===== src/rtl/minaret_pkg.sv =====
// Shared types for the minaret memory arbiter: FSM states, port identifiers
// and the RAM read latency the response timing is built around.
package minaret_pkg;

   typedef enum logic {IDLE, RESP} state_t;

   typedef enum logic {PORT_I, PORT_D} port_t;

   localparam int MEM_LAT = 1;

endpackage


===== src/rtl/minaret_rr_arb.sv =====
// Two-way round-robin between the instruction and data ports; the last
// granted port loses the next tie, and history only moves on a real grant.
module minaret_rr_arb
   import minaret_pkg::*;
(
   input  logic clk,
   input  logic reset,
   input  logic req_i,
   input  logic req_d,
   input  logic en,
   output logic gnt_i,
   output logic gnt_d
);

   port_t last;

   always_comb begin
      gnt_i = 1'b0;
      gnt_d = 1'b0;
      if (en) begin
         if (req_d && (!req_i || last == PORT_I)) begin
            gnt_d = 1'b1;
         end else if (req_i) begin
            gnt_i = 1'b1;
         end
      end
   end

   // Starting at PORT_I lets the data port win the first tie after reset.
   always_ff @(posedge clk or negedge reset) begin
      if (!reset) begin
         last <= PORT_I;
      end else if (gnt_d) begin
         last <= PORT_D;
      end else if (gnt_i) begin
         last <= PORT_I;
      end
   end

endmodule


===== src/rtl/minaret_memarb.sv =====
// Merges the core's imem and dmem valid/ready ports onto one single-port RAM
// with one-cycle read latency; every access takes a grant cycle and a response cycle.
module minaret_memarb
   import minaret_pkg::*;
#(
   parameter int MEM_WORDS = 65536,
   localparam int ADDR_W = $clog2(MEM_WORDS)
) (
   input  logic              clk,
   input  logic              reset,
   input  logic              imem_valid,
   input  logic [31:0]       imem_addr,
   output logic              imem_ready,
   output logic [31:0]       imem_rdata,
   input  logic              dmem_valid,
   input  logic [31:0]       dmem_addr,
   input  logic [3:0]        dmem_wmask,
   input  logic [31:0]       dmem_wdata,
   input  logic [3:0]        dmem_rmask,
   output logic              dmem_ready,
   output logic [31:0]       dmem_rdata,
   output logic              mem_en,
   output logic [3:0]        mem_we,
   output logic [ADDR_W-1:0] mem_addr,
   output logic [31:0]       mem_wdata,
   input  logic [31:0]       mem_rdata,
   output logic              bus_err
);

   state_t      state;
   state_t      state_next;
   port_t       sel;
   port_t       sel_next;
   logic        err;
   logic        err_next;
   logic        rd;
   logic        rd_next;
   logic        arb_en;
   logic        gnt_i;
   logic        gnt_d;
   logic [31:0] req_addr;
   logic        oor;
   logic [31:0] resp_data;
   logic        unused;

   // Gating with reset keeps the combinational grant path quiet while reset is held.
   assign arb_en = (state == IDLE) && reset;

   minaret_rr_arb u_arb (
      .clk   (clk),
      .reset (reset),
      .req_i (imem_valid),
      .req_d (dmem_valid),
      .en    (arb_en),
      .gnt_i (gnt_i),
      .gnt_d (gnt_d)
   );

   assign req_addr = gnt_d ? dmem_addr : imem_addr;
   assign oor      = |req_addr[31:ADDR_W+2];
   assign unused   = ^{dmem_rmask, req_addr[1:0]};

   // Request fields are only looked at in the grant cycle; out-of-range
   // accesses never reach the RAM but still get a (failing) response.
   always_comb begin
      state_next = state;
      sel_next   = sel;
      err_next   = err;
      rd_next    = rd;
      mem_en     = 1'b0;
      mem_we     = 4'b0;
      mem_addr   = '0;
      mem_wdata  = 32'b0;
      case (state)
         IDLE: begin
            if (gnt_i || gnt_d) begin
               state_next = RESP;
               sel_next   = gnt_d ? PORT_D : PORT_I;
               err_next   = oor;
               rd_next    = !gnt_d || (dmem_wmask == 4'b0);
               if (!oor) begin
                  mem_en   = 1'b1;
                  mem_addr = req_addr[ADDR_W+1:2];
                  if (gnt_d) begin
                     mem_we    = dmem_wmask;
                     mem_wdata = dmem_wdata;
                  end
               end
            end
         end
         RESP: begin
            state_next = IDLE;
         end
      endcase
   end

   always_ff @(posedge clk or negedge reset) begin
      if (!reset) begin
         state <= IDLE;
         sel   <= PORT_I;
         err   <= 1'b0;
         rd    <= 1'b0;
      end else begin
         state <= state_next;
         sel   <= sel_next;
         err   <= err_next;
         rd    <= rd_next;
      end
   end

   assign imem_ready = (state == RESP) && (sel == PORT_I);
   assign dmem_ready = (state == RESP) && (sel == PORT_D);
   assign bus_err    = (state == RESP) && err;
   assign resp_data  = (rd && !err) ? mem_rdata : 32'b0;
   assign imem_rdata = imem_ready ? resp_data : 32'b0;
   assign dmem_rdata = dmem_ready ? resp_data : 32'b0;

endmodule


===== config.mk =====
export PLATFORM = sky130hd
export DESIGN_NAME = minaret_memarb
export DESIGN_NICKNAME = d
export VERILOG_FILES = /design/src/rtl/minaret_pkg.sv /design/src/rtl/minaret_rr_arb.sv /design/src/rtl/minaret_memarb.sv
export SDC_FILE = /design/constraint.sdc
export NUM_CORES = 1
export LEC_CHECK = 0
export ABC_AREA = 1
export ABC_CLOCK_PERIOD_IN_PS = 2200
export BUFFER_PORTS_ARGS = -buffer_cell sky130_fd_sc_hd__buf_2
export CORE_AREA = 2 2 101 103
export CTS_BUF_LIST = sky130_fd_sc_hd__clkbuf_4 sky130_fd_sc_hd__clkbuf_8
export DETAILED_ROUTE_END_ITERATION = 10
export DIE_AREA = 0 0 103 105
export PLACE_DENSITY = 0.52
export SYNTH_ARGS = -nofsm -noshare
export SYNTH_HDL_FRONTEND = slang
export SYNTH_SLANG_ARGS = --single-unit

===== constraint.sdc =====
create_clock -name clk -period 2.2 [get_ports clk]
set_clock_uncertainty 0.1 [all_clocks]
set_input_delay 0.44 -clock clk [delete_from_list [all_inputs] [get_ports clk]]
set_output_delay 0.44 -clock clk [all_outputs]
set_load 0.01 [all_outputs]

==> run metrics <==
number of I/O port buffers 251; fmax between 400 and 500 MHz; worst slew pin tran approximately 0.38 ns; Final Hold Viols 0; Hold Crit Class in2async; min Tclk post-route 2.13 ns; initial antenna violation count 0; Power, Total just over 700 µW; worst skew pair latency 0.22 ns; RSZ-0062 raised after global routing true; Post-Syn Nets 438; Via density 3.88; cell-internal power around 420 µW; DIE AREA 0.0108 mm²; switch share 41.6%; Power Dens Cells 227 mW/mm²; Top Ports 260; largest net degree at the start of global routing between 60 and 70; drt pass-1 iters 4; register area share after synthesis 7.19%; ys flop type dfrtp_1; clock power share 25.0%; global-route wire length before repair 9590 µm; Synth top area share 19.4%; LEAKAGE 0.00205 µW; Setup WS post-layout ~0.065 ns; Post-synth EDFFs 0; # diodes 0; TritonCTS clock tree built; Total Wirelength 6750 µm; Nets 683; CTS hold repair buffers 0; Post-route DRC 0; R2R Path Start state$_DFF_PN0_; combinational power share 58.8%; Flop pwr share 16.2%; M1 GR Usage 11.6%; max_slew headroom 74.7%; Reg-to-Reg End err$_DFFE_PN0P_; clock buffer count from CTS 3; synthesized area 0.00174 mm²; Worst EP arrival 1.59 ns; Synth cell types 23; Vert. Die Dim roughly 110 µm; H-tree Lvls 1; final setup fails 0; total grt overflow 0; Mean Syn Cell Area 5.84 µm²; Worst VDD drop 0.159 mV; worst reg2reg path depth 7; Initial Utilization 18.0%; die width 103 µm; WL/cell 9.99 µm; Setup crit start kind input port; crit path capture type primary output; site row count 36; crit-path max FO 37; via count 2616; clock buffer depth 2; share of layout cells above drive strength 1 57.7%; net switching power figure 300 µW; vias in the first global route 2132; Core ar. 0.00964 mm²; global route hottest layer met2; cells after synthesis between 200 and 300; CTS sink cnt 5; DPL Wire Length 5850 µm; Area Overhead vs Synth 83.2%; grt met2 use 21.8%; async set-reset flop share out of synthesis 100%; Clk pin slew, worst setup/hold paths 0.04 ns; Final Max Tran Viols 0; area leader, netlist nor2_4; Root Buffer clkbuf_8; status finished, final reports clean; max-capacitance violation count 0; Yosys warning total 0; WP data required 1.66 ns; FF+latch count, synth 5; flop2flop setup slack 0.80 ns; met3 usage between 1 and 1.5%; Initial DRC Count 62; Filler cells 1083; GRT Util Overall between 10% and 20%; period utilisation layout 97.0%; top cells by area, synth nor2_4 (19%), nor3_1 (18%), inv_1 (16%); placer congestion estimate 0.770; post-route ant nets 0; pre-CTS setup slack 0.0499 ns; CP Class in2out
==> final cells by class <==
type	instances	area, µm²	area share (%)
repair buffers	259	1350	42.2
multi-input cells	197	1210	38.0
inverters	77	289	9.07
well taps	133	166	5.22
flip-flops and latches	5	125	3.93
clock buffers	4	48.8	1.53
==> metal layers <==
layer | part of all wire, % | wire [µm]
met5 | 0 | 0
met4 | 0.83 | 56
met3 | 7.0 | 473
met2 | 54 | 3650
met1 | 38 | 2570
==> cells in the mapped netlist (2+ instances only) <==
library cell,instances
nor2_4,30
nand3_1,2
clkbuf_1,12
nand3_2,3
inv_1,75
or2_1,2
nor3_1,64
dfrtp_1,5
nor2_1,32
inv_2,2
a21boi_0,16
nand2_4,2
nor2_2,8
o21ai_0,2
nand2_2,2
buf_8,3
nand2_1,32
==> sequential cells by signal, indices dropped and copies added, names as in the netlist <==
| register | flops |
|---|---|
| sel | 1 |
| state | 1 |
| rd | 1 |
| err | 1 |
| u_arb.last | 1 |
==> critical path: stages <==
cell,delay [ns]
buf_2,0.09
or2_1,0.22
nor2_1,0.18
nand3_4,0.11
buf_12,0.23
nor2_1,0.15
buf_2,0.15
==> power groups by stage <==
stage                     Sequential (µW)  Clock [µW]  Combinational (µW)
after floorplan                       115           0                 230
after global placement                118           0                 423
after detailed placement              118           0                 430
after CTS                             117         189                 431
after global routing                  119         195                 477
final                                 117         180                 425
==> cell usage in the layout (no fill, tap or decap), drive strengths merged <==
| cell type | synthesis | routed |
|---|---|---|
| or2 | 2 | 2 |
| nor2 | 71 | 71 |
| nor3 | 64 | 64 |
| nand2 | 36 | 36 |
| a21boi | 16 | 16 |
| clkbuf | 12 | 4 |
| dfrtp | 5 | 5 |
| nand3 | 5 | 5 |
| inv | 77 | 77 |
| o21ai | 3 | 3 |
| buf | 7 | 259 |
==> what timing repair did <==
item,4_1_cts,5_1_grt
endpoints found under the setup margin,0,15
buffers inserted,0,0
resized for setup,0,5
==> worst max path at each step <==
| stage | start | endpoint | slack (ns) | cells past startpoint |
|---|---|---|---|---|
| 3_3_place_gp | dmem_addr[21] | mem_addr[0] | 0.06 | 8 |
| 4_1_cts | dmem_addr[21] | mem_addr[0] | 0.05 | 8 |
| 5_1_grt | u_arb.last$_DFFE_PN0N_ | mem_wdata[0] | -0.03 | 7 |
| 6_report | dmem_addr[21] | mem_wdata[0] | 0.07 | 7 |
| 3_5_place_dp | dmem_addr[21] | mem_addr[0] | 0.05 | 8 |
| 2_1_floorplan | dmem_addr[21] | mem_addr[7] | 0.33 | 7 |
==> stage by stage <==
step	cell area, µm²	TNS (ns)	cells	hold WS, ns	util (%)
2_1_floorplan	1740	0	298	0.0444	-
3_3_place_gp	3120	0	671	0.298	32.4
3_5_place_dp	3120	0	671	0.299	32.4
4_1_cts	3170	0	675	0.0649	32.9
5_1_grt	3190	-0.0408	675	0.0784	33.1
6_report	3190	0	675	0.0688	33.1
==> cells by family (layout without fill, tap and decap cells) <==
family,Yosys count,after routing,share of synthesized area [%]
AOI/OAI and AO/OA,19,19,7.77
buffers and inverters,96,340,24.3
DFF,5,5,7.19
and+or+nand+nor,178,178,60.7
(Power assumes the default switching activity.)
